--- src/rtl/wb_scoreboard.sv ---
// wb_scoreboard: register busy-bit scoreboard with ALU/load write-back arbitration.
// Ports:
//   cpu_clk, cpu_rst_n                    clock, synchronous active-low reset
//   issue_valid, issue_rd                 destination register leaving ID (marks it busy)
//   id_rs1_addr, id_rs2_addr              source registers read in ID
//   alu_valid, alu_rd, alu_data           ALU result, highest write-back priority
//   ld_valid, ld_rd, ld_data, ld_ready    load result handshake into the load queue
//   we, wd_addr, wd_data                  registered register-file write port
//   forward_detect_rs1/rs2                write-port-to-ID collision flags
//   hazard_stall                          ID must hold
module wb_scoreboard #(
    parameter int REGISTER_WIDTH          = 32,
    parameter int REGISTER_ADDR_WIDTH     = 5,
    parameter int LQ_DEPTH                = 2,
    parameter int FORWARD_COLLISION_IN_ID = 2
) (
    input  logic                           cpu_clk,
    input  logic                           cpu_rst_n,
    input  logic                           issue_valid,
    input  logic [REGISTER_ADDR_WIDTH-1:0] issue_rd,
    input  logic [REGISTER_ADDR_WIDTH-1:0] id_rs1_addr,
    input  logic [REGISTER_ADDR_WIDTH-1:0] id_rs2_addr,
    input  logic                           alu_valid,
    input  logic [REGISTER_ADDR_WIDTH-1:0] alu_rd,
    input  logic [REGISTER_WIDTH-1:0]      alu_data,
    input  logic                           ld_valid,
    input  logic [REGISTER_ADDR_WIDTH-1:0] ld_rd,
    input  logic [REGISTER_WIDTH-1:0]      ld_data,
    output logic                           ld_ready,
    output logic                           we,
    output logic [REGISTER_ADDR_WIDTH-1:0] wd_addr,
    output logic [REGISTER_WIDTH-1:0]      wd_data,
    output logic [2:0]                     forward_detect_rs1,
    output logic [2:0]                     forward_detect_rs2,
    output logic                           hazard_stall
);
    localparam int NREG = 1 << REGISTER_ADDR_WIDTH;
    localparam int PW   = $clog2(LQ_DEPTH);
    localparam int CW   = PW + 1;

    logic [NREG-1:0]                r_busy;
    logic [REGISTER_ADDR_WIDTH-1:0] r_lq_rd   [LQ_DEPTH];
    logic [REGISTER_WIDTH-1:0]      r_lq_data [LQ_DEPTH];
    logic [PW-1:0]                  r_wr_ptr, r_rd_ptr;
    logic [CW-1:0]                  r_count;

    logic [NREG-1:0]                w_set, w_clr;
    logic                           w_pop, w_push, w_full, w_sel_valid, w_we, w_fwd1, w_fwd2;
    logic [REGISTER_ADDR_WIDTH-1:0] w_sel_rd;
    logic [REGISTER_WIDTH-1:0]      w_sel_data;

    // Register 0 is never marked busy, so sources of x0 can never stall.
    assign w_set = (issue_valid && issue_rd != '0) ? NREG'(1) << issue_rd : '0;
    assign w_clr = we ? NREG'(1) << wd_addr : '0;

    assign w_full = r_count == CW'(LQ_DEPTH);
    assign w_pop  = !alu_valid && r_count != '0;
    // A full queue can still accept when its head drains this cycle.
    assign ld_ready = cpu_rst_n && (!w_full || w_pop);
    assign w_push   = ld_valid && ld_ready;

    assign w_sel_valid = alu_valid || w_pop;
    assign w_sel_rd    = alu_valid ? alu_rd   : r_lq_rd[r_rd_ptr];
    assign w_sel_data  = alu_valid ? alu_data : r_lq_data[r_rd_ptr];
    assign w_we        = w_sel_valid && w_sel_rd != '0;

    assign w_fwd1 = we && wd_addr != '0 && wd_addr == id_rs1_addr;
    assign w_fwd2 = we && wd_addr != '0 && wd_addr == id_rs2_addr;
    assign forward_detect_rs1 = 3'(w_fwd1) << FORWARD_COLLISION_IN_ID;
    assign forward_detect_rs2 = 3'(w_fwd2) << FORWARD_COLLISION_IN_ID;
    assign hazard_stall = (r_busy[id_rs1_addr] && !w_fwd1) || (r_busy[id_rs2_addr] && !w_fwd2);

    always_ff @(posedge cpu_clk) begin
        if (!cpu_rst_n) begin
            r_busy   <= '0;
            r_wr_ptr <= '0;
            r_rd_ptr <= '0;
            r_count  <= '0;
            we       <= 1'b0;
            wd_addr  <= '0;
            wd_data  <= '0;
        end else begin
            // Set wins over a same-cycle clear of the same register.
            r_busy <= w_set | (r_busy & ~w_clr);
            if (w_push) begin
                r_lq_rd[r_wr_ptr]   <= ld_rd;
                r_lq_data[r_wr_ptr] <= ld_data;
                r_wr_ptr            <= r_wr_ptr + PW'(1);
            end
            if (w_pop) r_rd_ptr <= r_rd_ptr + PW'(1);
            r_count <= r_count + CW'(w_push) - CW'(w_pop);
            we      <= w_we;
            wd_addr <= w_we ? w_sel_rd : '0;
            wd_data <= w_we ? w_sel_data : '0;
        end
    end
endmodule
--- config.mk ---
export PLATFORM = sky130hd
export DESIGN_NAME = wb_scoreboard
export DESIGN_NICKNAME = d
export VERILOG_FILES = /design/src/rtl/wb_scoreboard.sv
export SDC_FILE = /design/constraint.sdc
export NUM_CORES = 1
export LEC_CHECK = 0
export CAP_MARGIN = 25
export CORE_MARGIN = 5
export CORE_UTILIZATION = 51
export DETAILED_ROUTE_END_ITERATION = 12
export PLACE_DENSITY = 0.8
export SLEW_MARGIN = 5
export SYNTH_ARGS = -nofsm -noshare
export SYNTH_HDL_FRONTEND = slang
export SYNTH_SLANG_ARGS = --single-unit
--- constraint.sdc ---
create_clock -name cpu_clk -period 4.3 [get_ports cpu_clk]
set_input_delay 1.29 -clock cpu_clk [delete_from_list [all_inputs] [get_ports cpu_clk]]
set_output_delay 1.29 -clock cpu_clk [all_outputs]
set_load 0.005 [all_outputs]
==> run summary <==
Commonest non-fill, non-tap cell in the layout: clkdlybuf4s50_1
Slew HR: 0.380
Syn_area_per_cell: 11.4 um2
Final nets: 805
Util after Layout: 0.713
Initial Utilization: 0.527
Ys flop type: dfxtp_1
Reg power frac: 0.429
Post-synthesis compound-gate area fraction: 0.116
Clock latency at the later pin of the worst-skew pair: 0.41 ns
Endpoints failing hold: 0
Num rows: 40
Setup TNS: 0 ns
Antenna diodes: 0
Via density: 5.44
Synth async-reset ratio: 0
Slew @ Worst Pin: 0.930 ns
Crit-path slowest cell: a2111oi_0
Placed Area: 7970 um2
TritonCTS clock tree: built
Global-route usage over all layers: 0.227
First-pass GRT wire length: 26300 um
Yosys cell types: 47
Dpl ws: -0.556 ns
Port Buffers: 135
Post-Synthesis Cells: 560
Adder-cell share of the synthesized area: 0.00392
Clock-pin slew on the worst setup and hold paths: 0.05 ns
CP Capture Type: output port
Gr ovfl total: 0
CP Max Fanout: 8
Largest family of logic cells by synthesized area: simple AND/OR/NAND/NOR gates
Largest net degree at the start of global routing: 78
Initial DRC Count: 247
Vias in the first global route: 5097
Maximum clock frequency: 235 MHz
EDFF count, synth: 74
Pleak: 3.09 nW
Top Ports: 140
Area Overhead vs Synth: 35.3%
Hold buffers post-CTS: 0
Hold path start: r_busy[0]$_SDFF_PN0_
Crit path launch: id_rs1_addr[0]
CTS H-tree depth: 4
CTS Buf Count: 17
CP Class: in2out
Gate power share: 0.189
Syn. warnings: 0
Commonest non-fill, non-tap cells in the layout: 126 x clkdlybuf4s50_1, 89 x nor2_1, 74 x dfxtp_1, 74 x edfxtp_1, 42 x nand2_1
Final Setup Violations: 0
Core ar.: 12100 um2
Max Root-Sink Buffers: 2
RSZ-0062 raised after global routing: yes
Crit path launch type: input port
Pre-antenna DRT Iters: 5
Multiplexer share of the synthesized area: 0.115
Final min period: 4.26 ns
# DRC: 0
Crit-path cells: dlygate4sd2_1, buf_6, buf_4, a2111oi_0, a2111oi_0, nor4_1, o22ai_1, buf_2
Int Pwr: 2.95 mW
Simple-gate portion of the synthesized area: 0.125
Share of cells above drive strength 1: 0.123
Die X: 122 um
Finished Cell Area: 8630 um2
Synth area leaders: edfxtp_1 35%, dfxtp_1 24%, mux2i_1 6.1%
WP data arrival: 2.97 ns
XOR/XNOR Fraction of Synth Area: 0.0179
Mapped cell area: 6380 um2
Final setup margin: 0.0380 ns
ANT nets after route: 0
P per Cell Area: 460 nW/um2
Clk pwr share: 0.382
Initial antenna violation count: 1
Most used cell, CP: a2111oi_0
Detailed Route WL: 16600 um
Max Clock Skew: 0.00829 ns
Synth Register Bits: 149
DR WL/cell: 18.7 um
Sequential share of the synthesized area: 0.584
Largest area contributor in the netlist: edfxtp_1
Max-slew violations: 0
Req. time, crit path: 3.01 ns
Hold Slack: 0.472 ns
Switching share of power: 0.257
Top-area cell type share of the netlist area: 0.348
Worst VDD drop: 0.000303 V
Die Area: 14800 um2
Crit path largest cell delay: 0.41 ns
Routed vias: 4840
Fin crit share: 0.991
Worst min-delay path class: reg2reg
Status: complete, no violations
GPL Wtd Cong: 0.923
Clock Sinks: 149
Dpl hpwl: 11600 um
Die height: 122 um
CTS root buffer: clkbuf_16
Max_cap viols: 0
Switch Pwr: 1.02 mW
[per-layer routing]
layer / up-vias / global-route usage / part of all wire
met1: 2316 / 0.262 / 0.39
met2: 193 / 0.398 / 0.51
met3: 37 / 0.0710 / 0.076
met5: - / 0 / 0.00078
met4: 2 / 0.0812 / 0.024
li1: 2292 / - / -
[state kept, by name (all words and copies together) (netlist names), named ones only]
signal,cells
r_lq_rd,10
wd_data,32
we,1
wd_addr,5
r_busy,32
r_count,2
r_rd_ptr,1
r_wr_ptr,1
r_lq_data,64
[layout make-up]
class / count / area (um2)
flip-flops and latches: 149 / 3720
fillers: 859 / 3480
multi-input cells: 371 / 2470
repair buffers: 166 / 1590
clock buffers: 19 / 443
well taps: 168 / 210
clock inverters: 13 / 170
inverters: 4 / 15.0
[per-stage QoR]
stage,power [mW],std cells
floorplan,2.13,563
global placement,2.44,857
detailed placement,2.46,857
CTS,3.99,890
global route,4.13,890
finish,3.97,890
[worst paths after layout]
kind	endpoint	cells after the start	slack, ns
setup reg to reg	wd_data[9]$_SDFF_PN0_	5	1.72
hold reg to reg	r_busy[0]$_SDFF_PN0_	2	0.47
setup / recovery	hazard_stall	8	0.04
hold / removal	r_busy[0]$_SDFF_PN0_	2	0.47
[what timing repair did]
action / in CTS / in global routing
endpoints found under the hold margin: 0 / 0
pin swaps: 4 / 5
setup endpoints to repair: 3 / 3
setup buffers: 1 / 0
resized for setup: 14 / 6
[power by group through the flow]
stage | sequential [mW] | clock, mW | combinational, mW
after floorplan | 1.69 | 0 | 0.441
after global placement | 1.72 | 0 | 0.718
after global routing | 1.71 | 1.60 | 0.820
after CTS | 1.70 | 1.54 | 0.751
final | 1.70 | 1.52 | 0.752
after detailed placement | 1.73 | 0 | 0.735
[cell families (layout without fill, tap and decap cells)]
kind of cell | after synthesis | count (layout)
and+or+nand+nor | 179 | 179
DFF | 149 | 149
AOI/OAI and AO/OA | 117 | 117
muxes | 56 | 56
buffers and inverters | 43 | 202
xor gates and xnor gates | 13 | 13
adders and majority gates | 2 | 2
other | 1 | 4
[synthesized netlist by cell type (all sizes together), types with 2 or more instances]
master	instances
nor2	90
dfxtp	75
edfxtp	74
nand2	42
mux2i	39
a21oi	37
o21ai	32
a21boi	31
buf	27
clkbuf	12
mux4	12
nand2b	10
nor2b	9
xnor2	8
and2	7
a2111oi	5
mux2	5
xor2	5
inv	4
nand3	4
nor3	4
nor4	4
o22ai	3
ha	2
nand3b	2
nand4b	2
o21a	2
o31ai	2
or2	2
[critical path: cells and delay by family]
family,cells,cell delay [ns]
AO/OA/AOI/OAI,3,0.66
buffers and inverters,4,0.69
AND/OR/NAND/NOR,1,0.33
(Power assumes the default switching activity.)
